--- config.mk ---
export PLATFORM = sky130hd
export DESIGN_NAME = ahbl_mem_arbiter
export DESIGN_NICKNAME = d
export VERILOG_FILES = /design/src/rtl/ahbl_mem_arbiter.sv
export SDC_FILE = /design/constraint.sdc
export NUM_CORES = 1
export LEC_CHECK = 0
export ABC_AREA = 1
export CAP_MARGIN = 20
export CORE_AREA = 2 2 130 132
export CTS_CLUSTER_SIZE = 30
export DETAILED_ROUTE_END_ITERATION = 8
export DIE_AREA = 0 0 132 134
export PLACE_DENSITY = 0.8
export REMOVE_ABC_BUFFERS = 1
export SLEW_MARGIN = 20
export SYNTH_ARGS = -nofsm -noshare
export SYNTH_HDL_FRONTEND = slang
export SYNTH_SLANG_ARGS = --single-unit
--- constraint.sdc ---
create_clock -name HCLK -period 1.8 [get_ports HCLK]
set_input_delay 0.36 -clock HCLK [delete_from_list [all_inputs] [get_ports HCLK]]
set_output_delay 0.36 -clock HCLK [all_outputs]
set_load 0.005 [all_outputs]
--- src/rtl/ahbl_mem_arbiter.sv ---
// Two-master AHB-Lite arbiter in front of a single-port memory slave.
// A losing master's address phase is held in a pend register and replayed once the slave is free.
module ahbl_mem_arbiter #(
    parameter bit RR = 1'b1
) (
    input  logic        HCLK,
    input  logic        HRESETn,
    input  logic [31:0] M0_HADDR,
    input  logic [1:0]  M0_HTRANS,
    input  logic [2:0]  M0_HSIZE,
    input  logic        M0_HWRITE,
    input  logic [31:0] M0_HWDATA,
    output logic        M0_HREADY,
    output logic [31:0] M0_HRDATA,
    input  logic [31:0] M1_HADDR,
    input  logic [1:0]  M1_HTRANS,
    input  logic [2:0]  M1_HSIZE,
    input  logic        M1_HWRITE,
    input  logic [31:0] M1_HWDATA,
    output logic        M1_HREADY,
    output logic [31:0] M1_HRDATA,
    output logic        S_HSEL,
    output logic [31:0] S_HADDR,
    output logic [1:0]  S_HTRANS,
    output logic [2:0]  S_HSIZE,
    output logic        S_HWRITE,
    output logic [31:0] S_HWDATA,
    output logic        S_HREADY,
    input  logic        S_HREADYOUT,
    input  logic [31:0] S_HRDATA
);

    typedef enum logic [1:0] {OwnNone, OwnM0, OwnM1} owner_e;

    logic [1:0][31:0] m_haddr, paddr_q, paddr_d;
    logic [1:0][2:0]  m_hsize, psize_q, psize_d;
    logic [1:0]       m_hwrite, m_htrans1, pwrite_q, pwrite_d;
    logic [1:0]       pend_q, pend_d, new_req, req, m_hready, win;
    owner_e           owner_q, owner_d;
    logic             last_q, last_d;
    logic             gnt_valid, gnt;
    logic             unused_htrans0;

    assign m_haddr   = {M1_HADDR, M0_HADDR};
    assign m_hsize   = {M1_HSIZE, M0_HSIZE};
    assign m_hwrite  = {M1_HWRITE, M0_HWRITE};
    assign m_htrans1 = {M1_HTRANS[1], M0_HTRANS[1]};
    assign unused_htrans0 = M0_HTRANS[0] ^ M1_HTRANS[0];

    assign m_hready[0] = !pend_q[0] && ((owner_q != OwnM0) || S_HREADYOUT);
    assign m_hready[1] = !pend_q[1] && ((owner_q != OwnM1) || S_HREADYOUT);
    assign M0_HREADY   = m_hready[0];
    assign M1_HREADY   = m_hready[1];
    assign S_HREADY    = S_HREADYOUT;

    // Gating with HRESETn keeps the slave idle while reset is held.
    assign new_req   = m_hready & m_htrans1 & {2{HRESETn}};
    assign req       = pend_q | new_req;
    assign gnt_valid = |req;
    assign gnt       = (&req) ? (RR ? ~last_q : 1'b0) : req[1];
    assign win       = (gnt_valid && S_HREADYOUT) ? (gnt ? 2'b10 : 2'b01) : 2'b00;

    always_comb begin
        S_HSEL   = 1'b0;
        S_HTRANS = 2'b00;
        S_HADDR  = 32'h0;
        S_HSIZE  = 3'h0;
        S_HWRITE = 1'b0;
        if (gnt_valid) begin
            S_HSEL   = 1'b1;
            S_HTRANS = 2'b10;
            if (pend_q[gnt]) begin
                S_HADDR  = paddr_q[gnt];
                S_HSIZE  = psize_q[gnt];
                S_HWRITE = pwrite_q[gnt];
            end else begin
                S_HADDR  = m_haddr[gnt];
                S_HSIZE  = m_hsize[gnt];
                S_HWRITE = m_hwrite[gnt];
            end
        end
    end

    always_comb begin
        S_HWDATA  = 32'h0;
        M0_HRDATA = 32'h0;
        M1_HRDATA = 32'h0;
        unique case (owner_q)
            OwnM0: begin
                S_HWDATA  = M0_HWDATA;
                M0_HRDATA = S_HRDATA;
            end
            OwnM1: begin
                S_HWDATA  = M1_HWDATA;
                M1_HRDATA = S_HRDATA;
            end
            default: ;
        endcase
    end

    always_comb begin
        owner_d  = owner_q;
        last_d   = last_q;
        pend_d   = pend_q;
        paddr_d  = paddr_q;
        psize_d  = psize_q;
        pwrite_d = pwrite_q;
        if (S_HREADYOUT) begin
            if (gnt_valid) begin
                owner_d = gnt ? OwnM1 : OwnM0;
                last_d  = gnt;
            end else begin
                owner_d = OwnNone;
            end
        end
        // A new request is captured even during slave wait states.
        for (int i = 0; i < 2; i++) begin
            if (win[i]) begin
                pend_d[i] = 1'b0;
            end else if (new_req[i]) begin
                pend_d[i]   = 1'b1;
                paddr_d[i]  = m_haddr[i];
                psize_d[i]  = m_hsize[i];
                pwrite_d[i] = m_hwrite[i];
            end
        end
    end

    always_ff @(posedge HCLK or negedge HRESETn) begin
        if (!HRESETn) begin
            owner_q  <= OwnNone;
            last_q   <= 1'b1;
            pend_q   <= 2'b00;
            paddr_q  <= '0;
            psize_q  <= '0;
            pwrite_q <= '0;
        end else begin
            owner_q  <= owner_d;
            last_q   <= last_d;
            pend_q   <= pend_d;
            paddr_q  <= paddr_d;
            psize_q  <= psize_d;
            pwrite_q <= pwrite_d;
        end
    end

endmodule
==> results of run 1 <==
==> metal layers <==
metal  wire [um]  up-vias  global-route usage, %
met4        1220        0                   10.7
met5           0        -                      0
met3        2560       75                   6.54
li1            -     3811                      -
met2       14600      493                   54.2
met1       10700     3730                   35.1
==> repair_timing <==
item / 4_1_cts / 5_1_grt
buffers inserted: 54 / 9
pin swaps: 40 / 36
hold endpoints to repair: 10 / 0
setup endpoints to repair: 210 / 212
cloned: 17 / 9
gates resized for setup: 591 / 139
hold buffers: 1 / 0
==> worst paths after layout <==
| check | endpoint | slack, ns | depth (start not counted) |
|---|---|---|---|
| hold / removal | pend_q[1] | 0.28 | 2 |
| setup reg to reg | paddr_q[23] | -0.49 | 15 |
| max in group asynchronous | paddr_q[16] | 0.97 | 2 |
| setup / recovery | S_HADDR[23] | -0.81 | 13 |
| hold reg to reg | paddr_q[25] | 0.49 | 2 |
| min in group HCLK | paddr_q[25] | 0.49 | 2 |
==> through the flow <==
stage	setup WS (ns)	std cells	area (um^2)	util [%]
final	-0.807	1628	11200	68.9
after CTS	-0.804	1616	10900	67.1
after floorplan	-3.39	916	5390	-
after global routing	-0.893	1628	11200	68.9
after detailed placement	-1.15	1533	9570	58.7
after global placement	-1.11	1533	9570	58.7
==> power groups by stage <==
stage               clock, W  combinational (W)  sequential, W
finish               0.00184             0.0117        0.00311
global route         0.00190             0.0125        0.00318
CTS                  0.00182             0.0109        0.00306
detailed placement         0            0.00894        0.00306
global placement           0            0.00878        0.00303
floorplan                  0            0.00409        0.00293
==> layout by cell type (no fill, tap or decap), drive strengths merged, types with 2 or more instances in the layout <==
master	count
clkdlybuf4s15	9
clkinvlp	2
ha	2
inv	145
dfrtp	76
a21oi	34
o21ai	76
clkbuf	45
nand2	426
clkdlybuf4s50	176
nor2	77
dlygate4sd2	3
diode	3
buf	246
nand3	74
dlymetal6s2s	4
==> critical path, delay by kind of cell (launching register included) <==
family,cells,cell delay [ns]
buffers and inverters,5,0.64
AND/OR/NAND/NOR,6,0.46
flip-flops,1,0.42
AO/OA/AOI/OAI,1,0.20
adder cells (fa/ha/maj),1,0.19
==> state kept, by name, indices dropped and copies added, names as in the netlist <==
| name | cells |
|---|---|
| owner_q | 2 |
| last_q | 1 |
| pwrite_q | 2 |
| pend_q | 2 |
| paddr_q | 64 |
| psize_q | 6 |
==> logic make-up after synthesis <==
family / Yosys count
and+or+nand+nor: 578
buffers and inverters: 215
AOI/OAI and AO/OA: 113
DFF: 77
adders and majority gates: 2
other: 1
==> final cells by class <==
type,count,area [um^2]
antenna,3,7.51
clock buffer,10,239
clock inverter,4,50.0
fill,1310,5060
inverter,145,552
multi-input combinational,694,3490
sequential,77,1930
tap,220,275
timing repair buffer,475,4690
==> flow_summary.json, run 1 <==
{
  "max_freq_mhz": 384,
  "fin_ws_ns": -0.807,
  "fin_worst_skew_ns": 0.00761,
  "ios": 313,
  "hold_class": "input pin to async pin",
  "violations": "setup timing",
  "drc": 0,
  "path_class": "flip-flop to output port",
  "synth_common_cells": "423 x nand2_1, 143 x inv_1, 76 x dfrtp_1, 74 x nor2_1, 73 x nand3_1",
  "min_period_ns": 2.61,
  "async_flop_share_pct": 100,
  "rr_startpoint": "owner_q[0]",
  "cp.arrival_ns": 2.25,
  "num_rows": 47,
  "grt-ovfl-total": 0,
  "ys_ff_latch": 77,
  "seq_area_frac_synth_pct": 33.3,
  "p_switching_w": 0.00718,
  "post-dp-hpwl_mm": 17.5,
  "grt_first_pass_wirelength_mm": 41.9,
  "wl_mm": 29.0,
  "firstDrtPassIters": 5,
  "rsz0062_at_grt": "yes",
  "synth.largest_area_cell": "dfrtp_1",
  "grt_start_max_net_pins": 68,
  "synth_cells": 986,
  "finalHoldViolations": 0,
  "start_kind": "flip-flop",
  "outcome": "complete, but fails checks",
  "clockRootBuffer": "clkbuf_16",
  "drtIter0Drc": 645,
  "p_clk_share_pct": 11.1,
  "pwr-share-seq_pct": 18.7,
  "drv_slew": 0,
  "dieHeight_um": 134,
  "maxSlewHeadroom_pct": 41.5,
  "critPathMaxFanout": 11,
  "crit_chain": "ha_4 -> inv_4 -> nor2_4 -> o21ai_4 -> buf_6 -> nand2_8 -> buf_12 -> buf_12 -> nand2_2 -> nand2_2 -> nor2_1 -> nor2_1 -> buf_2",
  "antenna_found_initial": 3,
  "synth-edff-count": 0,
  "required_ns": 1.44,
  "p_int_w": 0.00944,
  "start_util_pct": 35.5,
  "area_growth_pct": 94.2,
  "nets": 1579,
  "routabilityCongestion": 0.918,
  "sw_frac_of_total_pct": 43.2,
  "dieArea_um2": 17700,
  "yosys.area_share.simple_pct": 39.8,
  "wire_per_inst_um": 17.8,
  "synth_cell_type_count": 27,
  "yosysMostFrequentCell": "nand2_1",
  "clk_latency_ns": 0.34,
  "muxShareOfSynthArea_pct": 0,
  "powerDensity_nw_per_um2": 1480,
  "finalCritPeriodShare_pct": 145,
  "synth_top_family_by_area": "simple AND/OR/NAND/NOR gates",
  "hold_slack_ns": 0.285,
  "clk_path_buf_depth": 2,
  "crit_slowest_cell": "dfrtp_1",
  "dr_total_vias": 8109,
  "die_w_um": 132,
  "path_clk_slew_ns": 0.06,
  "vias_per_cell": 4.98,
  "drive_above_1_share_pct": 32.2,
  "yosysWarnings": 0,
  "ir_drop_mv": 0.932,
  "power_frac_comb_pct": 70.2,
  "setup_viol": 210,
  "cts_tree": "done",
  "cts_max_level": 3,
  "ant_nets": 0,
  "max_stage_delay_ns": 0.42,
  "worstMarginPinSlew_ns": 0.877,
  "synth_area_leaders": "dfrtp_1 33%, nand2_1 27%, inv_1 9.3%",
  "cts_inserted_buffers": 9,
  "yosys_most_used_dff": "dfrtp_1",
  "synth_area_um2": 5780,
  "port_buffers": 309,
  "leakagePower_nw": 6.36,
  "synthXorXnorAreaFrac_pct": 0,
  "grt_pass1_vias": 7695,
  "grt.total_usage_pct": 30.0,
  "clock-sinks": 77,
  "max_cap_violations": 0,
  "cp-startpoint": "owner_q[1]",
  "synth_adder_area_share_pct": 0.433,
  "finalPower_w": 0.0166,
  "avgSynthCellArea_um2": 5.86,
  "synth_compound_area_share_pct": 10.3,
  "coreArea_um2": 16300,
  "synth_top_area_share_pct": 32.9,
  "tns_ns": -86.31,
  "endpoint_kind": "output port"
}
No activity file was read; power rests on OpenSTA's default activity.
==> run 2, diff against run 1 <==
Settings changed: ABC_CLOCK_PERIOD_IN_PS set to 1800.
==> results of run 2 <==
Same layout as run 1: the final DEF is identical, and so are final timing and power.
